===== config.mk =====
export PLATFORM = sky130hd
export DESIGN_NAME = fnd_source_scheduler
export DESIGN_NICKNAME = d
export VERILOG_FILES = /design/src/rtl/fnd_source_scheduler.sv
export SDC_FILE = /design/constraint.sdc
export NUM_CORES = 1
export LEC_CHECK = 0
export ABC_CLOCK_PERIOD_IN_PS = 6500
export CORE_MARGIN = 2
export CORE_UTILIZATION = 35
export DETAILED_ROUTE_END_ITERATION = 10
export SLEW_MARGIN = 20
export SYNTH_ARGS = -nofsm -noshare
export SYNTH_HDL_FRONTEND = slang
export SYNTH_SLANG_ARGS = --single-unit

===== constraint.sdc =====
create_clock -name clk -period 6.5 [get_ports clk]
set_clock_uncertainty 0.05 [all_clocks]
set_input_delay 0.65 -clock clk [delete_from_list [all_inputs] [get_ports clk]]
set_output_delay 0.65 -clock clk [all_outputs]
set_load 0.01 [all_outputs]

===== src/rtl/fnd_source_scheduler.sv =====
// Chooses which source (watch, SR04, DHT11) owns the shared FND path, drives its
// page select, latches sensor samples, flags stale data and blanks on source change.
module fnd_source_scheduler #(
  parameter int CLK_FREQ = 100_000_000,
  parameter int DWELL_MS = 3000,
  parameter int STALE_MS = 2000,
  parameter int BLANK_MS = 50
) (
  input  logic        clk,
  input  logic        reset,
  input  logic        i_btn_next,
  input  logic        i_btn_page,
  input  logic        i_auto_en,
  input  logic [11:0] i_sr04_data,
  input  logic        i_sr04_valid,
  input  logic [31:0] i_dht_data,
  input  logic        i_dht_valid,
  output logic [1:0]  o_src_sel,
  output logic        o_sub_page,
  output logic        o_blank,
  output logic        o_stale,
  output logic [11:0] o_sr04_data,
  output logic [31:0] o_dht_data
);

  localparam int PRESC_DIV = CLK_FREQ / 1000;
  localparam int PW        = (PRESC_DIV > 1) ? $clog2(PRESC_DIV) : 1;
  localparam int CNT_MAX   = (DWELL_MS > STALE_MS) ? DWELL_MS : STALE_MS;
  localparam int CW        = $clog2(CNT_MAX + 1);

  localparam logic [PW-1:0] PRESC_MAX  = PW'(PRESC_DIV - 1);
  localparam logic [CW-1:0] DWELL_LAST = CW'(DWELL_MS - 1);
  localparam logic [CW-1:0] BLANK_LAST = CW'(BLANK_MS - 1);
  localparam logic [CW-1:0] STALE_LIM  = CW'(STALE_MS);

  typedef enum logic [1:0] {
    S_WATCH = 2'd0,
    S_SR04  = 2'd1,
    S_DHT   = 2'd2
  } state_t;

  state_t          state_q, state_d;
  logic [PW-1:0]   presc_q;
  logic [CW-1:0]   dwell_q;
  logic [CW-1:0]   blank_cnt_q;
  logic [CW-1:0]   sr_age_q, sr_age_d;
  logic [CW-1:0]   dht_age_q, dht_age_d;
  logic            tick;
  logic            adv;
  logic            stale_d;

  // Saturating age step: once a sensor is stale it stays pinned at the limit.
  function automatic logic [CW-1:0] sat_inc(input logic [CW-1:0] v);
    if (v >= STALE_LIM) return STALE_LIM;
    else                return v + 1'b1;
  endfunction

  function automatic logic [CW-1:0] age_next(input logic [CW-1:0] age,
                                             input logic          vld,
                                             input logic          tk);
    if (vld)     return '0;
    else if (tk) return sat_inc(age);
    else         return age;
  endfunction

  always_comb begin
    tick    = (presc_q == PRESC_MAX);
    adv     = i_btn_next | (i_auto_en & tick & (dwell_q == DWELL_LAST));
    state_d = state_q;
    if (adv) begin
      case (state_q)
        S_WATCH: state_d = S_SR04;
        S_SR04:  state_d = S_DHT;
        default: state_d = S_WATCH;
      endcase
    end
    sr_age_d  = age_next(sr_age_q, i_sr04_valid, tick);
    dht_age_d = age_next(dht_age_q, i_dht_valid, tick);
    // Stale is judged against the source and age that become visible next cycle.
    case (state_d)
      S_SR04:  stale_d = (sr_age_d >= STALE_LIM);
      S_DHT:   stale_d = (dht_age_d >= STALE_LIM);
      default: stale_d = 1'b0;
    endcase
  end

  always_ff @(posedge clk or negedge reset) begin
    if (!reset) presc_q <= '0;
    else if (tick) presc_q <= '0;
    else presc_q <= presc_q + 1'b1;
  end

  always_ff @(posedge clk or negedge reset) begin
    if (!reset) state_q <= S_WATCH;
    else        state_q <= state_d;
  end

  always_ff @(posedge clk or negedge reset) begin
    if (!reset) begin
      dwell_q <= '0;
    end else if (adv || !i_auto_en) begin
      dwell_q <= '0;
    end else if (tick) begin
      dwell_q <= dwell_q + 1'b1;
    end
  end

  // Blanking restarts on every advance, even one that lands mid-blank.
  always_ff @(posedge clk or negedge reset) begin
    if (!reset) begin
      o_blank     <= 1'b0;
      blank_cnt_q <= '0;
    end else if (adv) begin
      o_blank     <= 1'b1;
      blank_cnt_q <= '0;
    end else if (o_blank && tick) begin
      if (blank_cnt_q == BLANK_LAST) begin
        o_blank     <= 1'b0;
        blank_cnt_q <= '0;
      end else begin
        blank_cnt_q <= blank_cnt_q + 1'b1;
      end
    end
  end

  always_ff @(posedge clk or negedge reset) begin
    if (!reset) begin
      o_sub_page <= 1'b0;
    end else if (adv) begin
      o_sub_page <= 1'b0;
    end else if (i_btn_page && (state_q != S_SR04)) begin
      o_sub_page <= ~o_sub_page;
    end
  end

  always_ff @(posedge clk or negedge reset) begin
    if (!reset) begin
      sr_age_q  <= STALE_LIM;
      dht_age_q <= STALE_LIM;
      o_stale   <= 1'b0;
    end else begin
      sr_age_q  <= sr_age_d;
      dht_age_q <= dht_age_d;
      o_stale   <= stale_d;
    end
  end

  always_ff @(posedge clk or negedge reset) begin
    if (!reset) begin
      o_sr04_data <= '0;
      o_dht_data  <= '0;
    end else begin
      if (i_sr04_valid) o_sr04_data <= i_sr04_data;
      if (i_dht_valid)  o_dht_data  <= i_dht_data;
    end
  end

  assign o_src_sel = state_q;

endmodule

### After elaboration in Yosys (flattened, before gate mapping)

Cells that the tools add are included.

| storage, ports and cells | value |
|---|---|
| register bits | 114 |
| output and inout bits | 49 |
| input bits | 51 |

| operators by class | value |
|---|---|
| order comparisons | 4 |
| bitwise operators | 4 |
| muxes and demuxes | 20 |
| reduce and logical (&&, ||, !) cells | 10 |
| add/subtract/negate cells | 5 |
| equality and inequality tests | 7 |

Operators with widths:

| kind | number |
|---|---|
| two-way mux 12 bit | 11 |
| adder 12 x 1 -> 12 bit (second input constant) | 4 |
| greater-or-equal comparator 12 x 11 -> 1 bit (second input constant) | 4 |
| adder 17 x 1 -> 17 bit (second input constant) | 1 |
| equality test 17 bit (second input constant) | 1 |
| two-way mux 17 bit | 1 |
| equality test 12 bit (second input constant) | 1 |
| equality test 12 x 6 -> 1 bit (second input constant) | 1 |
| nonzero test 2 bit | 4 |
| two-way mux 1 bit | 5 |
| equality test 2 x 1 -> 1 bit (second input constant) | 2 |
| one-hot mux 2 bit (2 select lines) | 1 |
| bitwise AND 1 bit | 2 |
| equality test 2 bit (second input constant) | 1 |
| logical AND 1 bit | 2 |
| logical NOT 2 bit | 1 |
| two-way mux 2 bit | 1 |
| != test 2 x 1 -> 1 bit (second input constant) | 1 |
| one-hot mux 1 bit (2 select lines) | 1 |
| AND reduction 2 bit | 1 |
| logical NOT 1 bit | 1 |
| logical OR 1 bit | 1 |
| NOT 1 bit | 1 |
| OR 1 bit | 1 |

### Logic depth before layout (Yosys ltp)

Gate-level depths: netlist of run 1.

| logic depth | value |
|---|---|
| word-level depth | 7 |
| mapped depth | 14 |
| depth with buffers taken out | 14 |

### Least setup slack after synthesis of run 1

No wires, ideal clock.

| timing | value |
|---|---|
| kind | reg-to-reg |
| start | register presc_q[5] |
| end | register o_stale |
| stages on the path, launching flop included | 14 |
| arrival time | 2887 ps |
| path slack | 3481 ps |
| library setup time | 82 ps |
| path through | dfrtp_1 -> or4b_4 -> nor4_4 -> nand4_1 -> nor2_1 -> nor2_1 -> nor3_1 -> a21o_1 -> ha_1 -> nand2_1 -> a21o_1 -> a211oi_1 -> a31oi_1 -> o22ai_1 |

| between the ends | value |
|---|---|
| longest elaborated chain between the ends | 7 |

Ends and longest elaborated chain:

| element | line | text |
|---|---|---|
| from (decl) | 43 | `logic [PW-1:0] presc_q;` |
| from (signal assigned) | 90 | `else presc_q <= presc_q + 1'b1;` |
| equality test 17 bit (*) | 67 | `tick = (presc_q == PRESC_MAX);` |
| bitwise AND 1 bit (*) (2 in series) | 68 | `adv = i_btn_next \| (i_auto_en & tick & (dwell_q == DWELL_LAST));` |
| OR 1 bit (*) | 68 |  |
| two-way mux 2 bit (*) | 70 | `if (adv) begin` |
| named net state_d[0] | 42 | `state_t state_q, state_d;` |
| equality test 2 bit / equality test 2 x 1 -> 1 bit (equally long branches) | 80 | `case (state_d)` |
| one-hot mux 1 bit (2 select lines) (*) | 80 |  |
| named net stale_d | 50 | `logic stale_d;` |
| to (signal assigned) | 144 | `o_stale <= stale_d;` |
| to (decl) | 21 | `output logic o_stale,` |

Mark *: on every way through the listed nets, which the timed path passes. The rest lies on a longest branch.
A chain may end at the register's enable or synchronous reset.

### Final worst setup path of run 1

Same ends and word-level chain as after synthesis.

==> impl_results.md, run 1 <==
- Area Overhead vs Synth: 32.3%
- Synth Warn #: 0
- Via density: 5.06
- Minimum clock period: 3470 ps
- Die span in y: 130 µm
- Post-CTS setup repair buffer count: 0
- P per Cell Area: 267 nW/µm²
- Initial antenna violation count: 0
- Hold_buf cts: 0
- MaxCap Viol Count: 0
- Clock tree sinks: 114
- Root Driver: clkbuf_16
- Slowest cell delay on critical path: 580 ps
- HP Class: input port to async pin
- Fmax: 288 MHz
- ANT cells: 0
- Critical path cell sequence: or4b_4 -> nor4_4 -> nand4_1 -> nor2_1 -> nor2_1 -> nor3_1 -> a21o_1 -> ha_1 -> nand2_1 -> a21o_1 -> a211oi_1 -> a31oi_1 -> o22ai_1
- Drt wl/cell: 14.8 µm
- FF/Latch Area: 2870 µm²
- Relative slew slack: 33.7%
- IO Port Bufs: 99
- TNS Setup: 0 ps
- Core area: 15300 µm²
- Post-synthesis net count: 578
- Global-route wire length before repair: 21.0 mm
- XOR/XNOR share of the synthesized area: 4.44%
- Status: finished clean
- Max VDD drop: 0.170 mV
- Cts bufs inserted: 17
- Worst path bufs/invs: 0
- Fraction of layout cells with a size suffix above 1: 16.8%
- Sequential area share after synthesis: 51.9%
- Slew Limit Fails: 0
- Area of the multi-input gates: 2510 µm²
- Fillers: 1412
- Kind of critical path: register to register
- CTS HTree Levels: 4
- Die X-Extent: 130 µm
- Post-CTS resize count: 0
- Clock latency on the worst-skew pair: 410 ps
- Cell Count Post-Placement: 811
- Vias in the first global route: 4346
- Crit path max fanout: 7
- Die area: 16800 µm²
- Total number of vias: 4262
- RSZ-0062 raised after global routing: no
- Critical Path AT: 3750 ps
- Netlist cell types: 63
- Post-Synth Simple-Gate Area: 19.2%
- Gr usage total: 15.8%
- Primary FF master, synth: dfrtp_1
- Critical path's top delay family: simple AND/OR/NAND/NOR gates
- Clk buf depth: 2
- Pleak: 3.02 nW
- GRT Residual Overflow: 0
- Period utilisation layout: 53.4%
- Final ANT Viol Nets: 0
- Multiplexer share of the synthesized area: 9.16%
- Clock transition at the registers of the reported paths: 50 ps
- Final GP Congestion: 0.856
- Critical Path Sink Type: register
- EDFF count, synth: 0
- WP data required: 6770 ps
- Final wirelength: 12.4 mm
- I/O pins: 100
- Asr flop ratio synth: 100%
- Synthesized instance count: 517
- Pre-antenna DRT Iters: 4
- Least-Margin Pin Slew: 994 ps
- Post-DP HPWL: 8.33 mm
- Synthesized flop and latch total: 114
- Largest family of logic cells by synthesized area: simple AND/OR/NAND/NOR gates
- Most common cell after layout, fill and taps aside: dfrtp_1
- Final net count: 680
- Endpoints failing hold: 0
- CTS tree: yes
- Total power: 1.95 mW
- CP max stage cell: or4b_4
- Post-synthesis adder-cell area fraction: 2.27%
- Initial core utilization: 36.0%
- Pin count of the biggest net entering global routing: 83
- Fin cells: 843
- FP Rows: 45
- DRT iter0 DRCs: 287
- Startpoint types: register
- Most frequent cells in the layout: 102 x dfrtp_1, 97 x clkdlybuf4s50_1, 53 x nor2_1
- Post-synthesis instance area: 5520 µm²
- Final setup viols: 0
- DRC violations left: 0
- Syn_area_per_cell: 10.7 µm²
- Synth Area in Compound Gates: 10.4%
[layer usage]
layer | part of all wire [%] | wire [µm] | GRT usage, % | vias to the layer above
met5 | 0 | 0 | 0 | -
li1 | - | - | - | 2038
met3 | 7.4 | 922 | 6.94 | 11
met2 | 45 | 5630 | 23.5 | 118
met4 | 1.1 | 139 | 5.88 | 0
met1 | 46 | 5750 | 20.4 | 2095
[where the power goes]
part / internal [mW] / switching [mW]
Combinational: 0.131 / 0.0922
Clock: 0.630 / 0.318
Sequential: 0.750 / 0.0276
[sequential cells by signal, summed over array words and instances, names as in the netlist, 2 cells and up]
register     cells
o_dht_data      32
dht_age_q       12
presc_q         17
sr_age_q        12
blank_cnt_q     12
o_src_sel        2
o_sr04_data     12
dwell_q         12
[area by class of cell]
cell class / instances / area share, %
Timing Repair Buffer: 101 / 13.7
Inverter: 15 / 0.771
Clock buffer: 22 / 6.49
Tap cell: 211 / 3.61
Sequential cell: 114 / 39.3
Clock inverter: 10 / 1.80
Multi-Input combinational cell: 370 / 34.4
[worst register-to-register path, stage by stage, from the launching register on]
cell and delay, ps:
dfrtp_1 450, or4b_4 580, nor4_4 490, nand4_1 240, nor2_1 200, nor2_1 140
nor3_1 230, a21o_1 140, ha_1 190, nand2_1 70, a21o_1 150, a211oi_1 200
a31oi_1 110, o22ai_1 160
[synthesized netlist by cell type, drive strengths merged, types with 11 or more instances]
master,n,area (µm²)
a21oi,26,130
clkbuf,11,41.3
dfrtp,102,2550
dfstp,12,315
inv,15,56.3
mux2,44,495
nand2,42,158
nand3,26,130
nand4,13,96.3
nor2,54,219
nor3,12,76.3
o21ai,25,125
xnor2,18,158
[worst paths after layout]
kind                             start  slack [ps]  cells past startpoint          end
hold / removal                   reset         130                      1  presc_q[10]
hold reg to reg            presc_q[13]         450                      1  presc_q[13]
setup / recovery            presc_q[5]        3030                     13      o_stale
min in group clk           presc_q[13]         450                      1  presc_q[13]
max in group asynchronous        reset        5210                      2  sr_age_q[1]
setup reg to reg            presc_q[5]        3030                     13      o_stale
[cell families (layout without fill, tap and decap cells)]
kind of cell | after synthesis | after routing
AO/OA/AOI/OAI | 89 | 89
XOR/XNOR | 28 | 28
adder cells (fa/ha/maj) | 10 | 10
buffers and inverters | 33 | 148
flip-flops | 114 | 114
multiplexers | 45 | 45
AND/OR/NAND/NOR | 198 | 198
[metrics by stage]
step | cell area [µm²] | utilization, % | hold slack [ps] | setup slack [ps]
floorplan | 5520 | - | 304 | 3480
global placement | 6700 | 43.7 | 417 | 3180
detailed placement | 6700 | 43.7 | 436 | 3040
CTS | 7300 | 47.7 | 134 | 3020
global route | 7310 | 47.7 | 150 | 2700
finish | 7310 | 47.7 | 131 | 3030
Note: power is estimated with default switching activity, not from simulation.
==> run 2: changes to the inputs <==
Settings changed: ABC_CLOCK_PERIOD_IN_PS 6500 to 3100.
Clock period 6.5 ns to 3.1 ns, I/O delays scaled along.
==> impl_results.md, run 2 (synthesized netlist as in run 1, its figures left out) <==
- Root Driver: clkbuf_16
- Initial core utilization: 36.0%
- FP Rows: 45
- Logic pwr share: 12.1%
- Endpoints failing hold: 0
- Most frequent cells in the layout: 102 x dfrtp_1, 97 x clkdlybuf4s50_1, 51 x nor2_1
- Post-DP HPWL: 8.56 mm
- Total power: 4.22 mW
- Clock tree sinks: 114
- Critical path's top delay family: simple AND/OR/NAND/NOR gates
- Clk buf depth: 2
- Relative slew slack: 55.8%
- DRT iter0 DRCs: 273
- Crit path max fanout: 7
- RSZ-0062 raised after global routing: yes
- Die X-Extent: 130 µm
- Worst path bufs/invs: 0
- Cts bufs inserted: 17
- Pleak: 3.11 nW
- Critical path cell sequence: or4b_4 -> nor4_4 -> nand4_1 -> nor2_2 -> nor2_4 -> mux2i_1 -> ha_4 -> nand2b_1 -> nor4_1 -> o2111ai_1 -> o22ai_1
- Fillers: 1384
- Fin area: 7510 µm²
- Die span in y: 130 µm
- Final setup viols: 0
- Slew Limit Fails: 0
- Sequential share of power: 38.6%
- Final net count: 697
- Reg2reg path depth: 11
- Initial antenna violation count: 0
- Area post-placement: 6790 µm²
- Core area: 15300 µm²
- IO Port Bufs: 99
- Pre-CTS setup slack: -4.55 ps
- Core Util, Final: 49.0%
- Slowest cell delay on critical path: 560 ps
- CTS HTree Levels: 4
- Max VDD drop: 0.456 mV
- Total number of vias: 4303
- Critical Path Sink Type: register
- Fmax: 330 MHz
- Max reg flops: 32
- Switching Share: 22.9%
- DRC violations left: 0
- Fraction of layout cells with a size suffix above 1: 20.0%
- Fin cells: 860
- Area Overhead vs Synth: 36.0%
- Least-Margin Pin Slew: 656 ps
- Clock power frac: 49.3%
- Top flop regs: o_dht_data x32, presc_q x17
- Vias in the first global route: 4370
- Critical Path AT: 3320 ps
- MaxCap Viol Count: 0
- Drt wl/cell: 14.5 µm
- Pin count of the biggest net entering global routing: 68
- Startpoint types: register
- Via density: 5.00
- Global-route wire length before repair: 20.7 mm
- WP data required: 3390 ps
- Gr usage total: 15.8%
- Final GP Congestion: 0.810
- Pre-antenna DRT Iters: 4
- GRT Residual Overflow: 0
- CP max stage cell: or4b_4
- Int Power: 3.25 mW
- Clock transition at the registers of the reported paths: 50 ps
- Final worst slack: 65.7 ps
- TNS Setup: 0 ps
- HP Class: input port to register
- Period utilisation layout: 97.9%
- Kind of critical path: register to register
- Most common cell after layout, fill and taps aside: dfrtp_1
- Clock latency on the worst-skew pair: 420 ps
- Cell Count Post-Placement: 822
- Final wirelength: 12.5 mm
- Die area: 16800 µm²
- Hold depth: 2
- Reg with most FFs: o_dht_data
- Final ANT Viol Nets: 0
- P per Cell Area: 562 nW/µm²
- I/O pins: 100
- Switching power: 0.965 mW
- Minimum clock period: 3030 ps
- CTS tree: yes
- Status: finished clean
- ANT cells: 0
- Worst hold slack: 294 ps
- WP depth: 11
==> run 2: cell count changes in the layout (fill, tap and decap cells not counted), moves of 2 or more <==
cell        previous run  this run
clkinv_2               5         3
clkbuf_1               2         0
buf_4                  2        18
nor2_1                53        51
clkinvlp_4             1         4
==> run 2: path summary, 6_finish.rpt <==
path	startpoint	end	slack [ps]
max	presc_q[12]	o_stale	70
min	i_dht_valid	dht_age_q[0]	290
max reg2reg	presc_q[12]	o_stale	70
min reg2reg	presc_q[0]	presc_q[0]	440
max in group asynchronous	reset	dht_age_q[6]	1760
min in group asynchronous	reset	presc_q[10]	410
==> run 2: power groups by stage <==
stage	Combinational (mW)	Clock [mW]	Sequential, mW
4_1_cts	0.488	2.13	1.63
2_1_floorplan	0.161	0	1.68
5_1_grt	0.553	2.19	1.64
6_report	0.509	2.08	1.63
3_3_place_gp	0.477	0	1.65
3_5_place_dp	0.482	0	1.65
==> run 2: timing repair <==
action,in CTS,in global routing
hold endpoints to repair,47,0
cloned,0,0
setup endpoints to repair,1,1
gates resized for setup,1,7
pin swaps,0,8
hold buffers,1,0
buffers inserted,0,5
==> run 2: cell type report <==
class / instances / area (µm²) / share of cell area (%)
repair buffers: 118 / 1140 / 15.2
inverters: 15 / 56.3 / 0.750
clock inverters: 13 / 183 / 2.43
clock buffers: 19 / 453 / 6.03
multi-input cells: 370 / 2540 / 33.9
flip-flops and latches: 114 / 2870 / 38.2
well taps: 211 / 264 / 3.52
==> run 2: per-layer routing <==
metal	track usage [%]	share of wire, %	vias up
met1	20.1	45	2082
met2	23.7	45	121
li1	-	-	2080
met3	6.23	7.8	20
met5	0	0	-
met4	7.21	2.0	0
==> run 3: changes to the inputs <==
Settings changed: GPL_ROUTABILITY_DRIVEN set to 1.
==> results of run 3 <==
No change in the layout: final DEF, timing and power equal those of run 2.
